[config.mk]
export PLATFORM = sky130hd
export DESIGN_NAME = dual_fifo_sync
export DESIGN_NICKNAME = d
export VERILOG_FILES = /design/src/rtl/dual_pkg.sv /design/src/rtl/dual_ram_sync.sv /design/src/rtl/dual_fifo_sync.sv
export SDC_FILE = /design/constraint.sdc
export NUM_CORES = 1
export LEC_CHECK = 0
export ABC_AREA = 1
export CAP_MARGIN = 10
export CELL_PAD_IN_SITES_DETAIL_PLACEMENT = 1
export CELL_PAD_IN_SITES_GLOBAL_PLACEMENT = 2
export CORE_UTILIZATION = 25
export CTS_CLUSTER_DIAMETER = 100
export DETAILED_ROUTE_END_ITERATION = 10
export GPL_ROUTABILITY_DRIVEN = 0
export PLACE_DENSITY_LB_ADDON = 0.15
export SYNTH_ARGS = -nofsm -noshare
export SYNTH_HDL_FRONTEND = slang
export SYNTH_SLANG_ARGS = --single-unit
[constraint.sdc]
create_clock -name clk -period 2.2 [get_ports clk]
set_input_delay 0.44 -clock clk [delete_from_list [all_inputs] [get_ports clk]]
set_output_delay 0.44 -clock clk [all_outputs]
set_load 0.05 [all_outputs]
[src/rtl/dual_pkg.sv]
// Shared constants for the dual-port FIFO and its memory blocks.
// Default widths, depth and occupancy thresholds.
package dual_pkg;

    localparam int def_wi    = 8;
    localparam int def_dep   = 16;
    localparam int def_add   = 4;
    localparam int def_af_th = 12;
    localparam int def_ae_th = 4;

endpackage

[src/rtl/dual_ram_sync.sv]
// Single-clock simple dual-port RAM, dep x wi.
// Synchronous write port, registered read port with enable.
module dual_ram_sync
    import dual_pkg::*;
#(
    parameter int wi  = def_wi,
    parameter int dep = def_dep,
    parameter int add = def_add
) (
    input  logic           clk,
    input  logic           rst,
    input  logic           we,
    input  logic [add-1:0] waddr,
    input  logic [wi-1:0]  wdata,
    input  logic           re,
    input  logic [add-1:0] raddr,
    output logic [wi-1:0]  rdata
);

    logic [wi-1:0] mem [dep];

    // Write port; the array is never cleared.
    always_ff @(posedge clk) begin
        if (we) begin
            mem[waddr] <= wdata;
        end
    end

    // Read register; same-address write returns the old word.
    always_ff @(posedge clk) begin
        if (rst) begin
            rdata <= '0;
        end else if (re) begin
            rdata <= mem[raddr];
        end
    end

endmodule

[src/rtl/dual_fifo_sync.sv]
// Synchronous FIFO with registered flags and overflow/underflow pulses.
// Pointer, count and flag logic around a dual-port RAM.
module dual_fifo_sync
    import dual_pkg::*;
#(
    parameter int wi    = def_wi,
    parameter int dep   = def_dep,
    parameter int add   = def_add,
    parameter int af_th = def_af_th,
    parameter int ae_th = def_ae_th
) (
    input  logic          clk,
    input  logic          rst,
    input  logic          wr,
    input  logic          rd,
    input  logic [wi-1:0] din,
    output logic [wi-1:0] dout,
    output logic          full,
    output logic          empty,
    output logic          afull,
    output logic          aempty,
    output logic [add:0]  cnt,
    output logic          ovf,
    output logic          udf
);

    logic [add-1:0] wp;
    logic [add-1:0] rp;
    logic [add:0]   cnt_n;
    logic           rd_ok;
    logic           wr_ok;

    // Accept decisions and next occupancy.
    always_comb begin
        rd_ok = rd & ~empty;
        wr_ok = wr & (~full | rd_ok);
        cnt_n = cnt;
        if (wr_ok & ~rd_ok) begin
            cnt_n = cnt + (add+1)'(1);
        end else if (rd_ok & ~wr_ok) begin
            cnt_n = cnt - (add+1)'(1);
        end
    end

    // Pointers, count, flags and error pulses.
    always_ff @(posedge clk) begin
        if (rst) begin
            wp     <= '0;
            rp     <= '0;
            cnt    <= '0;
            full   <= 1'b0;
            empty  <= 1'b1;
            afull  <= 1'b0;
            aempty <= 1'b1;
            ovf    <= 1'b0;
            udf    <= 1'b0;
        end else begin
            if (wr_ok) begin
                wp <= wp + add'(1);
            end
            if (rd_ok) begin
                rp <= rp + add'(1);
            end
            cnt    <= cnt_n;
            full   <= (cnt_n == (add+1)'(dep));
            empty  <= (cnt_n == '0);
            afull  <= (cnt_n >= (add+1)'(af_th));
            aempty <= (cnt_n <= (add+1)'(ae_th));
            ovf    <= wr & ~wr_ok;
            udf    <= rd & empty;
        end
    end

    dual_ram_sync #(
        .wi  (wi),
        .dep (dep),
        .add (add)
    ) u_ram (
        .clk   (clk),
        .rst   (rst),
        .we    (wr_ok & ~rst),
        .waddr (wp),
        .wdata (din),
        .re    (rd_ok & ~rst),
        .raddr (rp),
        .rdata (dout)
    );

endmodule
==> flow_metrics.py, run 1 <==
metrics = {
    "status": {
        "status": "finished clean",
    },
    "global_route": {
        "grt_pass1_vias": 4746,
        "grt_max_degree": 37,
        "grt-ovfl-total": 0,
        "grt_pass1_wl_um": 28600,
        "track_usage_pct": 15.0,
        "grt_antenna_before_repair": 0,
    },
    "power": {
        "peakVddDrop_mv": 0.430,
        "leakage_nw": 3.05,
        "p_per_area_nw_per_um2": 923,
    },
    "timing": {
        "fin_crit_sh_pct": 96.5,
        "fin_skew_ns": 0.00754,
        "finalHoldViolCount": 0,
        "tightest_slew_ns": 0.606,
        "period_needed_ns": 2.12,
        "setup_ws_ns": 0.0778,
        "setup_viol": 0,
        "slew_viol_final": 0,
        "setup-tns-final_ns": 0,
        "rsz0062_at_grt": "no",
        "slew_headroom_pct": 59.5,
        "fmax_ghz": 0.471,
    },
    "logic_synthesis": {
        "syn_avg_cell_area_um2": 10.5,
        "synthCells": 620,
        "synthTopCellsByArea": "edfxtp_1, nand2_1, nand3_1",
        "synth_commonest_cells": "nand2_1, edfxtp_1, nand3_1",
        "synth-edff-count": 128,
        "post-synth-top-area-fraction_pct": 59.2,
        "ys_ff_latch": 155,
        "syn_area_um2": 6490,
        "synth_cell_types": 26,
        "synth.most_common_cell": "nand2_1",
        "synth_ff_type": "edfxtp_1",
        "ys_warn_count": 0,
        "yosys.area.top_type": "edfxtp_1",
        "ys_seq_area_share_pct": 67.6,
        "async_flop_share_pct": 0,
        "synth_nets": 639,
    },
    "critical_path": {
        "required_ns": 1.76,
        "slowest_stage": "clkdlybuf4s50_1",
        "cp.arrival_ns": 1.68,
        "crit_chain": "clkdlybuf4s50_1",
        "worstSetupPathType": "register to output pin",
        "worstSetupEndpointType": "output pin",
        "start_kind": "register",
        "crit_path_max_fanout": 6,
        "max_stage_delay_ns": 0.84,
        "cp.buffers_inverters": 1,
        "path_delay_family": "buffers and inverters",
    },
    "clock_network": {
        "cts_made_buffers": 17,
        "htree_levels": 4,
        "clk_latency_ns": 0.41,
        "cts_resized": 1,
        "clkTransAtPathRegs_ns": 0.06,
        "clockBufferDepth": 2,
        "ctsHoldBuffers": 0,
        "root_buffer": "clkbuf_16",
        "cts_setup_buffers": 0,
        "cts_tree": "yes",
        "cts_sinks": 155,
    },
    "detailed_routing": {
        "drtIter0Drc": 315,
        "vias": 4537,
        "drc": 0,
        "viasPerCell": 4.40,
        "wl_per_cell_um": 18.2,
        "drt-pass1-iter-count": 4,
        "wirelength_um": 18800,
        "detail-route-antenna-nets": 0,
    },
    "final_layout": {
        "drive_gt1_share_pct": 12.3,
        "utilization_pct": 31.6,
        "n_antenna_cell": 0,
        "nNetsFinal": 707,
        "fin_cells": 1031,
        "syn_to_final_growth_pct": 23.5,
        "post-route-cell-area_um2": 8010,
    },
    "placed_design": {
        "dp_worst_setup_slack_ns": -0.0638,
        "place_area_um2": 7380,
        "io_buffers": 30,
        "dp_hpwl_um": 13000,
        "dp.cells": 999,
    },
    "hold_path": {
        "holdCritPathClass": "register to register",
    },
    "floorplan": {
        "start_util_pct": 25.6,
        "rows": 58,
        "coreArea_um2": 25300,
        "die_w_um": 163,
        "chipHeight_um": 163,
        "ioPinCount": 31,
        "dieArea_um2": 26600,
    },
    "job": {
        "drv_cap": 0,
    },
}
area by class of cell:
| type | instances | area (um2) |
|---|---|---|
| inverters | 26 | 97.6 |
| clock inverters | 11 | 194 |
| well taps | 330 | 413 |
| multi-input cells | 410 | 1820 |
| fillers | 2828 | 17300 |
| flip-flops and latches | 155 | 4390 |
| repair buffers | 78 | 659 |
| clock buffers | 21 | 440 |
cell families after synthesis:
logic type	Yosys count	share of synthesized area, %
simple gates	387	25.4
fa+ha+maj	7	1.35
buf+inv	55	4.36
flops	155	67.6
compound gates	14	1.08
xor+xnor	2	0.270
worst paths after layout:
kind / slack [ns] / end / startpoint / cells past startpoint
worst max-delay path: 0.08 / cnt[3] / cnt[3]$_SDFF_PP0_ / 1
worst min-delay path: 0.47 / u_ram.rdata[7]$_SDFFE_PP0P_ / u_ram.rdata[7]$_SDFFE_PP0P_ / 2
worst max register to register: 0.51 / u_ram.mem[12][0]$_DFFE_PP_ / empty$_SDFF_PP1_ / 9
worst min register to register: 0.47 / u_ram.rdata[7]$_SDFFE_PP0P_ / u_ram.rdata[7]$_SDFFE_PP0P_ / 2
state kept, by name, indices dropped and copies added, names as in the netlist:
signal,flops
ovf,1
afull,1
full,1
udf,1
rp,4
u_ram.rdata,8
empty,1
cnt,5
u_ram.mem,128
wp,4
aempty,1
per-layer routing:
| layer | routed length, um | track usage, % | vias up |
|---|---|---|---|
| li1 | - | - | 2243 |
| met1 | 9270 | 20.7 | 2206 |
| met2 | 8660 | 23.3 | 76 |
| met3 | 567 | 2.89 | 12 |
| met4 | 312 | 5.56 | 0 |
| met5 | 0 | 0 | - |
report_power, final:
part / internal (mW) / leakage (nW) / switching, mW / total, mW
combinational: 0.280 / 1.38 / 0.666 / 0.946
clock: 2.02 / 0.294 / 1.16 / 3.18
sequential: 3.23 / 1.37 / 0.0389 / 3.27
total: 5.53 / 3.05 / 1.87 / 7.40
through the flow:
| stage | hold WS (ns) | power [mW] |
|---|---|---|
| 3_3_place_gp | 0.463 | 4.30 |
| 2_1_floorplan | 0.492 | 3.93 |
| 6_report | 0.469 | 7.40 |
| 5_1_grt | 0.500 | 7.68 |
| 4_1_cts | 0.473 | 7.49 |
| 3_5_place_dp | 0.463 | 4.31 |
placed cells by master, fill, tap and decap left out, drive strengths merged:
master	netlist	final
nand2	229	229
edfxtp	128	128
nand3	116	116
buf	27	48
nor2	34	34
clkdlybuf4s50	0	29
dfxtp	27	27
inv	22	22
clkbuf	2	21
a21oi	8	8
ha	7	7
clkinv	4	6
o21ai	6	6
bufinv	0	5
nand4	4	4
clkinvlp	0	4
nor3	3	3
xnor2	1	1
xor2	1	1
nor4	1	1
dlygate4sd2	0	1
(Power assumes the default switching activity.)
==> inputs of run 2 (changes only) <==
--- a/config.mk
+++ b/config.mk
@@ -10,7 +10,7 @@
 export CELL_PAD_IN_SITES_DETAIL_PLACEMENT = 1
 export CELL_PAD_IN_SITES_GLOBAL_PLACEMENT = 2
 export CORE_UTILIZATION = 25
-export CTS_CLUSTER_DIAMETER = 100
+export CTS_CLUSTER_DIAMETER = 30
 export DETAILED_ROUTE_END_ITERATION = 10
 export GPL_ROUTABILITY_DRIVEN = 0
 export PLACE_DENSITY_LB_ADDON = 0.15
==> results of run 2 <==
Same layout as run 1: the final DEF is identical, and so are final timing and power.
